[config.mk]
export PLATFORM = sky130hd
export DESIGN_NAME = uart_value_printer
export DESIGN_NICKNAME = d
export VERILOG_FILES = /design/src/rtl/uart_value_printer_pkg.sv /design/src/rtl/uart_value_printer_div10.sv /design/src/rtl/uart_value_printer.sv
export SDC_FILE = /design/constraint.sdc
export NUM_CORES = 2
export LEC_CHECK = 0
export CAP_MARGIN = 20
export CORE_ASPECT_RATIO = 0.7
export CORE_UTILIZATION = 65
export CTS_BUF_LIST = sky130_fd_sc_hd__clkbuf_2
export CTS_CLUSTER_DIAMETER = 150
export DETAILED_ROUTE_END_ITERATION = 8
export PLACE_DENSITY = 0.81
export SLEW_MARGIN = 20
export SYNTH_ARGS = -nofsm -noshare
export SYNTH_HDL_FRONTEND = slang
export SYNTH_SLANG_ARGS = --single-unit
[constraint.sdc]
create_clock -name clk -period 4.4 [get_ports clk]
set_input_delay 0.66 -clock clk [delete_from_list [all_inputs] [get_ports clk]]
set_output_delay 0.66 -clock clk [all_outputs]
set_load 0.02 [all_outputs]
[src/rtl/uart_value_printer_pkg.sv]
// Shared types and constants for the UART decimal value printer.
// UART_VALUE_PRINTER_INDEX_EN adds the index-conversion state.
package uart_value_printer_pkg;

  typedef enum logic [2:0] {
    IDLE,
    LOAD,
    CONV,
    EMIT,
    GAP
`ifdef UART_VALUE_PRINTER_INDEX_EN
    , IDX_CONV
`endif
  } state_t;

  typedef enum logic [2:0] {
    PH_IDX,
    PH_COLON,
    PH_SPACE,
    PH_MINUS,
    PH_DIG,
    PH_SEP
  } phase_t;

  localparam logic [7:0] MINUS = 8'h2D;
  localparam logic [7:0] ZERO  = 8'h30;
  localparam logic [7:0] COLON = 8'h3A;
  localparam logic [7:0] SPACE = 8'h20;

  // ceil(width * log10(2)) in integer arithmetic
  function automatic int max_digits(input int width);
    return (width * 30103 + 99999) / 100000;
  endfunction

endpackage

[src/rtl/uart_value_printer_div10.sv]
// Sequential restoring divide-by-10, one quotient bit per cycle.
// start_i loads the dividend; done_o pulses once quot_o/rem_o are valid.
module div10_seq #(
  parameter int W = 32
) (
  input  logic         clk,
  input  logic         rst,
  input  logic         start_i,
  input  logic [W-1:0] dividend_i,
  output logic         done_o,
  output logic [W-1:0] quot_o,
  output logic [3:0]   rem_o
);

  localparam int CW = $clog2(W);

  logic [W-1:0]  q_q;
  logic [3:0]    r_q;
  logic [CW-1:0] cnt_q;
  logic          run_q;
  logic          done_q;
  logic [4:0]    t;
  logic          ge;

  assign t  = {r_q, q_q[W-1]};
  assign ge = (t >= 5'd10);

  always_ff @(posedge clk) begin
    if (rst) begin
      q_q    <= '0;
      r_q    <= '0;
      cnt_q  <= '0;
      run_q  <= 1'b0;
      done_q <= 1'b0;
    end else begin
      done_q <= 1'b0;
      if (start_i) begin
        q_q   <= dividend_i;
        r_q   <= '0;
        cnt_q <= CW'(W - 1);
        run_q <= 1'b1;
      end else if (run_q) begin
        q_q   <= {q_q[W-2:0], ge};
        r_q   <= ge ? 4'(t - 5'd10) : t[3:0];
        cnt_q <= cnt_q - 1'b1;
        if (cnt_q == '0) begin
          run_q  <= 1'b0;
          done_q <= 1'b1;
        end
      end
    end
  end

  assign done_o = done_q;
  assign quot_o = q_q;
  assign rem_o  = r_q;

endmodule

[src/rtl/uart_value_printer.sv]
// Prints buffered signed values as decimal lines over a UART byte port.
// UART_VALUE_PRINTER_INDEX_EN prefixes each line with "<idx>: ".
module uart_value_printer
  import uart_value_printer_pkg::*;
#(
  parameter int         DATA_W  = 32,
  parameter int         DEPTH   = 100,
  parameter logic [7:0] TRIGGER = 8'h68,
  parameter logic [7:0] SEP     = 8'h0A
) (
  input  logic                       clk,
  input  logic                       rst,
  input  logic                       wr_en,
  input  logic [$clog2(DEPTH)-1:0]   wr_addr,
  input  logic [DATA_W-1:0]          wr_data,
  input  logic [$clog2(DEPTH+1)-1:0] print_count,
  input  logic [7:0]                 rx_data,
  input  logic                       new_rx_data,
  output logic [7:0]                 tx_data,
  output logic                       new_tx_data,
  input  logic                       tx_busy,
  output logic                       busy,
  output logic                       done
);

  localparam int AW   = $clog2(DEPTH);
  localparam int CW   = $clog2(DEPTH + 1);
  localparam int MAXD = max_digits(DATA_W);
  localparam int DCW  = $clog2(MAXD + 1);

  state_t            state_q, state_d;
  phase_t            ph_q, ph_d;
  logic [AW-1:0]     idx_q, idx_d;
  logic [CW-1:0]     n_q, n_d;
  logic              ld_q, ld_d;
  logic              neg_q, neg_d;
  logic [DATA_W-1:0] mag_q, mag_d;
  logic [DCW-1:0]    dcnt_q, dcnt_d;
  logic              last_q, last_d;
  logic [7:0]        tx_q, tx_d;
  logic              stb_q, stb_d;
  logic              done_q, done_d;
  logic [3:0]        dig_q [MAXD];
  logic              push_dig;

  logic [DATA_W-1:0] mem_q [DEPTH];
  logic [DATA_W-1:0] rd_q;

  logic              div_start;
  logic [DATA_W-1:0] div_in;
  logic              div_done;
  logic [DATA_W-1:0] div_quot;
  logic [3:0]        div_rem;

`ifdef UART_VALUE_PRINTER_INDEX_EN
  localparam int IMAXD = max_digits(AW);
  localparam int ICW   = $clog2(IMAXD + 1);
  logic [ICW-1:0] icnt_q, icnt_d;
  logic [3:0]     istk_q [IMAXD];
  logic           push_idx;
`endif

  div10_seq #(.W(DATA_W)) u_div (
    .clk        (clk),
    .rst        (rst),
    .start_i    (div_start),
    .dividend_i (div_in),
    .done_o     (div_done),
    .quot_o     (div_quot),
    .rem_o      (div_rem)
  );

  always_ff @(posedge clk) begin
    if (wr_en && (32'(wr_addr) < DEPTH)) mem_q[wr_addr] <= wr_data;
    rd_q <= mem_q[idx_q];
    if (push_dig) dig_q[dcnt_q] <= div_rem;
`ifdef UART_VALUE_PRINTER_INDEX_EN
    if (push_idx) istk_q[icnt_q] <= div_rem;
`endif
  end

  always_ff @(posedge clk) begin
    if (rst) begin
      state_q <= IDLE;
      ph_q    <= PH_SEP;
      idx_q   <= '0;
      n_q     <= '0;
      ld_q    <= 1'b0;
      neg_q   <= 1'b0;
      mag_q   <= '0;
      dcnt_q  <= '0;
      last_q  <= 1'b0;
      tx_q    <= '0;
      stb_q   <= 1'b0;
      done_q  <= 1'b0;
`ifdef UART_VALUE_PRINTER_INDEX_EN
      icnt_q  <= '0;
`endif
    end else begin
      state_q <= state_d;
      ph_q    <= ph_d;
      idx_q   <= idx_d;
      n_q     <= n_d;
      ld_q    <= ld_d;
      neg_q   <= neg_d;
      mag_q   <= mag_d;
      dcnt_q  <= dcnt_d;
      last_q  <= last_d;
      tx_q    <= tx_d;
      stb_q   <= stb_d;
      done_q  <= done_d;
`ifdef UART_VALUE_PRINTER_INDEX_EN
      icnt_q  <= icnt_d;
`endif
    end
  end

  always_comb begin
    state_d   = state_q;
    ph_d      = ph_q;
    idx_d     = idx_q;
    n_d       = n_q;
    ld_d      = ld_q;
    neg_d     = neg_q;
    mag_d     = mag_q;
    dcnt_d    = dcnt_q;
    last_d    = last_q;
    tx_d      = tx_q;
    stb_d     = 1'b0;
    done_d    = 1'b0;
    push_dig  = 1'b0;
    div_start = 1'b0;
    div_in    = mag_q;
`ifdef UART_VALUE_PRINTER_INDEX_EN
    icnt_d    = icnt_q;
    push_idx  = 1'b0;
`endif
    unique case (state_q)
      IDLE: if (new_rx_data && rx_data == TRIGGER) begin
        if (print_count == '0) begin
          done_d = 1'b1;
        end else begin
          n_d     = (32'(print_count) > DEPTH) ? CW'(DEPTH) : print_count;
          idx_d   = '0;
          ld_d    = 1'b0;
          state_d = LOAD;
        end
      end
      // first cycle issues the read, second captures it
      LOAD: begin
        ld_d = 1'b1;
        if (ld_q) begin
          ld_d      = 1'b0;
          neg_d     = rd_q[DATA_W-1];
          mag_d     = rd_q[DATA_W-1] ? -rd_q : rd_q;
          dcnt_d    = '0;
          div_start = 1'b1;
`ifdef UART_VALUE_PRINTER_INDEX_EN
          icnt_d    = '0;
          div_in    = DATA_W'(idx_q);
          state_d   = IDX_CONV;
`else
          div_in    = mag_d;
          state_d   = CONV;
`endif
        end
      end
`ifdef UART_VALUE_PRINTER_INDEX_EN
      IDX_CONV: if (div_done) begin
        push_idx  = 1'b1;
        icnt_d    = icnt_q + 1'b1;
        div_start = 1'b1;
        if (div_quot == '0) begin
          div_in  = mag_q;
          state_d = CONV;
        end else begin
          div_in  = div_quot;
        end
      end
`endif
      CONV: if (div_done) begin
        push_dig = 1'b1;
        dcnt_d   = dcnt_q + 1'b1;
        if (div_quot == '0) begin
          state_d = EMIT;
`ifdef UART_VALUE_PRINTER_INDEX_EN
          ph_d    = PH_IDX;
`else
          ph_d    = neg_q ? PH_MINUS : PH_DIG;
`endif
        end else begin
          div_start = 1'b1;
          div_in    = div_quot;
        end
      end
      EMIT: if (!tx_busy) begin
        stb_d   = 1'b1;
        state_d = GAP;
        unique case (ph_q)
`ifdef UART_VALUE_PRINTER_INDEX_EN
          PH_IDX: begin
            tx_d   = ZERO + {4'b0, istk_q[icnt_q - 1'b1]};
            icnt_d = icnt_q - 1'b1;
            if (icnt_q == ICW'(1)) ph_d = PH_COLON;
          end
          PH_COLON: begin
            tx_d = COLON;
            ph_d = PH_SPACE;
          end
          PH_SPACE: begin
            tx_d = SPACE;
            ph_d = neg_q ? PH_MINUS : PH_DIG;
          end
`endif
          PH_MINUS: begin
            tx_d = MINUS;
            ph_d = PH_DIG;
          end
          PH_DIG: begin
            tx_d   = ZERO + {4'b0, dig_q[dcnt_q - 1'b1]};
            dcnt_d = dcnt_q - 1'b1;
            if (dcnt_q == DCW'(1)) ph_d = PH_SEP;
          end
          default: begin
            tx_d   = SEP;
            last_d = 1'b1;
          end
        endcase
      end
      GAP: if (last_q) begin
        last_d = 1'b0;
        if (CW'(idx_q) == n_q - 1'b1) begin
          state_d = IDLE;
          done_d  = 1'b1;
        end else begin
          idx_d   = idx_q + 1'b1;
          state_d = LOAD;
        end
      end else begin
        state_d = EMIT;
      end
      default: state_d = IDLE;
    endcase
  end

  assign tx_data     = tx_q;
  assign new_tx_data = stb_q;
  assign busy        = (state_q != IDLE);
  assign done        = done_q;

endmodule

==> report_table.html <==
<table>
<tr><th>Metric</th><th>Value</th></tr>
<tr><th colspan="2">CTS</th></tr>
<tr><td>Clock tree buffer depth</td><td>4</td></tr>
<tr><td>Clock net sink count</td><td>3368</td></tr>
<tr><td>Clock Latency Late Sink</td><td>1.81 ns</td></tr>
<tr><td>Htree depth</td><td>6</td></tr>
<tr><td>Post-CTS setup buffers</td><td>0</td></tr>
<tr><td>CTS root buffer</td><td>clkbuf_2</td></tr>
<tr><td>Clock-pin slew on the worst setup and hold paths</td><td>0.12 ns</td></tr>
<tr><td>TritonCTS clock tree</td><td>yes</td></tr>
<tr><td>CTS Buf Count</td><td>731</td></tr>
<tr><th colspan="2">Die</th></tr>
<tr><td>Width of the die</td><td>537 µm</td></tr>
<tr><td>Std-Cell Rows</td><td>137</td></tr>
<tr><td>Count of boundary I/O pins</td><td>70</td></tr>
<tr><td>Floorplan die area</td><td>0.202 mm²</td></tr>
<tr><td>Core area</td><td>0.199 mm²</td></tr>
<tr><td>Initial cell density of the core</td><td>0.654</td></tr>
<tr><td>Die Height</td><td>376 µm</td></tr>
<tr><th colspan="2">Pwr</th></tr>
<tr><td>Peak supply drop</td><td>0.346 mV</td></tr>
<tr><td>Sw frac</td><td>0.230</td></tr>
<tr><td>Int Power</td><td>42900 µW</td></tr>
<tr><td>Clk network pwr share</td><td>0.350</td></tr>
<tr><td>Leak pwr</td><td>0.0449 µW</td></tr>
<tr><td>Power density over the cells</td><td>385 mW/mm²</td></tr>
<tr><td>Sequential share of power</td><td>0.632</td></tr>
<tr><td>Combinational power share</td><td>0.018</td></tr>
<tr><td>Net switching power of the design</td><td>12800 µW</td></tr>
<tr><td>Overall power of the completed layout</td><td>55700 µW</td></tr>
<tr><th colspan="2">Synthesis</th></tr>
<tr><td>Synthesized-area fraction occupied by xor and xnor cells</td><td>0.00309</td></tr>
<tr><td>Post-synth design cell area</td><td>0.130 mm²</td></tr>
<tr><td>Multiplexer area fraction after synthesis</td><td>0.168</td></tr>
<tr><td>Dominant combinational cell family by area after synthesis</td><td>multiplexers</td></tr>
<tr><td>Post-Synth Adder-Cell Area</td><td>0.00106</td></tr>
<tr><td>Mapped Cells</td><td>5909</td></tr>
<tr><td>Post-Syn Area per Cell</td><td>22.0 µm²</td></tr>
<tr><td>Most numerous cell in the Yosys netlist</td><td>edfxtp_1</td></tr>
<tr><td>Library cell with the largest summed area after synthesis</td><td>edfxtp_1</td></tr>
<tr><td>Yosys warnings</td><td>0</td></tr>
<tr><td>#FFs+latches synth</td><td>3368</td></tr>
<tr><td>Post-synthesis simple-gate area fraction</td><td>0.0217</td></tr>
<tr><td>Most used flip-flop cell after synthesis</td><td>edfxtp_1</td></tr>
<tr><td>Async set-or-reset flop fraction in the synthesized netlist</td><td>0</td></tr>
<tr><td>Count of cell types in the netlist</td><td>74</td></tr>
<tr><td>List of most frequent post-synthesis cells</td><td>edfxtp_1, mux4_2, nor2_1</td></tr>
<tr><td>Post-synth top area share</td><td>0.747</td></tr>
<tr><td>Ranking of synthesized cells by area</td><td>edfxtp_1, mux4_2, dfxtp_1</td></tr>
<tr><td>Sequential-to-total area share from yosys stat</td><td>0.767</td></tr>
<tr><td>Number of enable flip-flop cells after synthesis</td><td>3240</td></tr>
<tr><td>Fraction of the mapped netlist area in compound gates</td><td>0.0239</td></tr>
<tr><th colspan="2">Cells and area</th></tr>
<tr><td>Fin nets</td><td>6869</td></tr>
<tr><td>Filler cell count</td><td>11100</td></tr>
<tr><td>Total area of multi-input combinational cells</td><td>0.0292 mm²</td></tr>
<tr><td>Sequential cell area in the final layout</td><td>0.0999 mm²</td></tr>
<tr><td>Area delta synth-&gt;final</td><td>11.0%</td></tr>
<tr><td>Layout cells sized above 1</td><td>0.350</td></tr>
<tr><th colspan="2">Placement</th></tr>
<tr><td>Final HPWL DP</td><td>213000 µm</td></tr>
<tr><td>Port buffer count</td><td>67</td></tr>
<tr><td>DP Worst Slack</td><td>0.726 ns</td></tr>
<tr><td>Final GP Congestion</td><td>0.975</td></tr>
<tr><th colspan="2">Run</th></tr>
<tr><td># Max-Cap Violations</td><td>0</td></tr>
<tr><th colspan="2">Worst setup path</th></tr>
<tr><td>Required time of the critical path</td><td>3.74 ns</td></tr>
<tr><td>Largest fanout of any net on the critical path</td><td>23</td></tr>
<tr><td>Worst path slowest cell</td><td>dfxtp_1</td></tr>
<tr><td>Endpoint kind of the worst setup timing path</td><td>output port</td></tr>
<tr><td>Critical path launch point type</td><td>flip-flop</td></tr>
<tr><td>Cells along the critical path</td><td>or3_1 -&gt; clkdlybuf4s50_1</td></tr>
<tr><td>Worst path arrival time</td><td>3.53 ns</td></tr>
<tr><td>Critical setup path kind</td><td>reg2out</td></tr>
<tr><td>Largest stage delay, worst path</td><td>0.84 ns</td></tr>
<tr><td>Count of buffer and inverter cells on the critical path</td><td>1</td></tr>
<tr><td>Largest delay share family, worst path</td><td>flip-flops</td></tr>
<tr><th colspan="2">Global route</th></tr>
<tr><td>GRT Residual Overflow</td><td>0</td></tr>
<tr><td>Wire length of the first global-routing pass</td><td>505000 µm</td></tr>
<tr><td>Maximum number of pins on one net before global-route repair</td><td>101</td></tr>
<tr><td>Initial antenna violation count</td><td>24</td></tr>
<tr><td>Number of global-route vias before repair</td><td>69200</td></tr>
<tr><td>Global-route usage over all layers</td><td>0.362</td></tr>
<tr><th colspan="2">Detailed routing</th></tr>
<tr><td>Remaining routing DRC violations</td><td>0</td></tr>
<tr><td>Vias after detailed routing</td><td>70100</td></tr>
<tr><td>Vias/cell</td><td>7.01</td></tr>
<tr><td>ANT nets after route</td><td>0</td></tr>
<tr><td>First-pass DRT Iterations</td><td>8</td></tr>
<tr><td>Detailed-route wire length per cell</td><td>35.9 µm</td></tr>
<tr><td>Iteration-0 DRC Markers</td><td>12700</td></tr>
<tr><td>Drt total wl</td><td>359000 µm</td></tr>
<tr><th colspan="2">STA</th></tr>
<tr><td>Period minus WS final</td><td>4.19 ns</td></tr>
<tr><td>Number of hold-slack violations in the final timing report</td><td>0</td></tr>
<tr><td>Final worst clock skew</td><td>0.235 ns</td></tr>
<tr><td>Worst hold slack across all endpoints</td><td>0.0991 ns</td></tr>
<tr><td>Worst Setup Slack, final</td><td>0.210 ns</td></tr>
<tr><td>Slew at the pin closest to its max-slew limit</td><td>1.30 ns</td></tr>
<tr><td>Slew Viols, Final</td><td>0</td></tr>
<tr><td>Top achievable clock speed</td><td>0.239 GHz</td></tr>
<tr><td>Worst slew margin relative to its limit</td><td>0.125</td></tr>
<tr><td>Finish-stage setup viols</td><td>0</td></tr>
<tr><td>Final period util</td><td>0.952</td></tr>
<tr><th colspan="2">Worst hold path</th></tr>
<tr><td>Path class of the lowest-slack min-delay path</td><td>in2reg</td></tr>
<tr><th colspan="2">Outcome</th></tr>
<tr><td>Run status</td><td>finished, final reports clean</td></tr>
</table>
==> kinds of logic after synthesis <==
kind of cell,after synthesis
AOI/OAI and AO/OA,451
xor gates and xnor gates,46
adders and majority gates,11
DFF,3368
other,1
muxes,1083
buffers and inverters,350
and+or+nand+nor,599
==> cell usage in the layout, fill, tap and decap left out, drive strengths merged, types with 12 or more instances in the layout <==
master            n
nor3             47
o211ai           25
xor2             27
o31ai            19
mux2i           167
buf             371
clkbuf         1100
bufinv           16
nand2           147
nor4             18
nor2            204
o22ai            36
mux4            881
o21ai            70
a22oi            22
xnor2            19
mux2             35
a21oi            84
clkdlybuf4s50    34
and2             22
clkinv          149
a31oi            23
inv              38
a221oi           18
diode            15
a211oi           41
edfxtp         3240
nand3            42
dfxtp           128
dlygate4sd3      77
nand2b           12
nor2b            38
a2111oi          14
==> power groups by stage <==
stage / combinational, µW / clock, µW / sequential [µW]
finish: 978 / 19500 / 35200
global route: 986 / 21100 / 35200
CTS: 938 / 19600 / 35200
detailed placement: 852 / 0 / 35900
global placement: 798 / 0 / 35900
floorplan: 102 / 0 / 35900
==> path summary, 6_finish.rpt <==
check	startpoint	slack, ns	cells after the start	end
max	state_q[0]	0.21	2	busy
min	wr_data[14]	0.1	2	mem_q[99][14]
max reg2reg	idx_q[2]	0.36	8	rd_q[25]
min reg2reg	tx_data[4]	0.47	2	tx_data[4]
==> through the flow <==
stage	setup TNS, ns	std cells	util	instance area, µm²
after CTS	0	9992	0.725	144000
after global placement	0	8621	0.687	137000
after floorplan	0	5910	-	130000
after detailed placement	0	8622	0.687	137000
after global routing	-0.00313	9994	0.726	145000
final	0	10000	0.726	145000
==> worst reg2reg max path: stages, from the launching register on <==
cell and delay (ns):
dfxtp_4 1.00, buf_12 0.44, buf_12 0.29, mux4_2 0.34, mux2i_1 0.83, a22oi_1 0.45
nand3_1 0.21, o31a_1 0.25, o21ai_0 0.13
==> final cells by class <==
cell class,count,share of cell area
Sequential cell,3368,0.691
Multi-Input combinational cell,2192,0.202
Clock buffer,1100,0.0381
Timing Repair Buffer,482,0.0372
Tap cell,2641,0.0229
Clock inverter,185,0.00814
Inverter,24,0.000658
Antenna cell,15,0.000260
==> layer usage <==
layer	GRT usage	wire length, µm
met1	0.504	120000
met3	0.151	64900
met2	0.512	156000
met5	0	377
met4	0.153	17400
==> timing repair <==
| action | CTS | global route |
|---|---|---|
| endpoints found under the hold margin | 3278 | 0 |
| hold buffers | 85 | 0 |
| endpoints found under the setup margin | 0 | 0 |
| gates resized for setup | 0 | 0 |
==> sequential cells by signal (all words and copies together), names as in the netlist <==
| name | count |
|---|---|
| u_div.run_q | 1 |
| dcnt_q | 4 |
| new_tx_data | 1 |
| ph_q | 3 |
| u_div.rem_o | 4 |
| u_div.cnt_q | 5 |
| idx_q | 7 |
| u_div.quot_o | 32 |
| tx_data | 6 |
| neg_q | 1 |
| dig_q | 40 |
| mem_q | 3200 |
| n_q | 7 |
| state_q | 3 |
| u_div.done_o | 1 |
| rd_q | 32 |
| last_q | 1 |
| done | 1 |
| mag_q | 18 |
| ld_q | 1 |
Note: power is estimated with default switching activity, not from simulation.
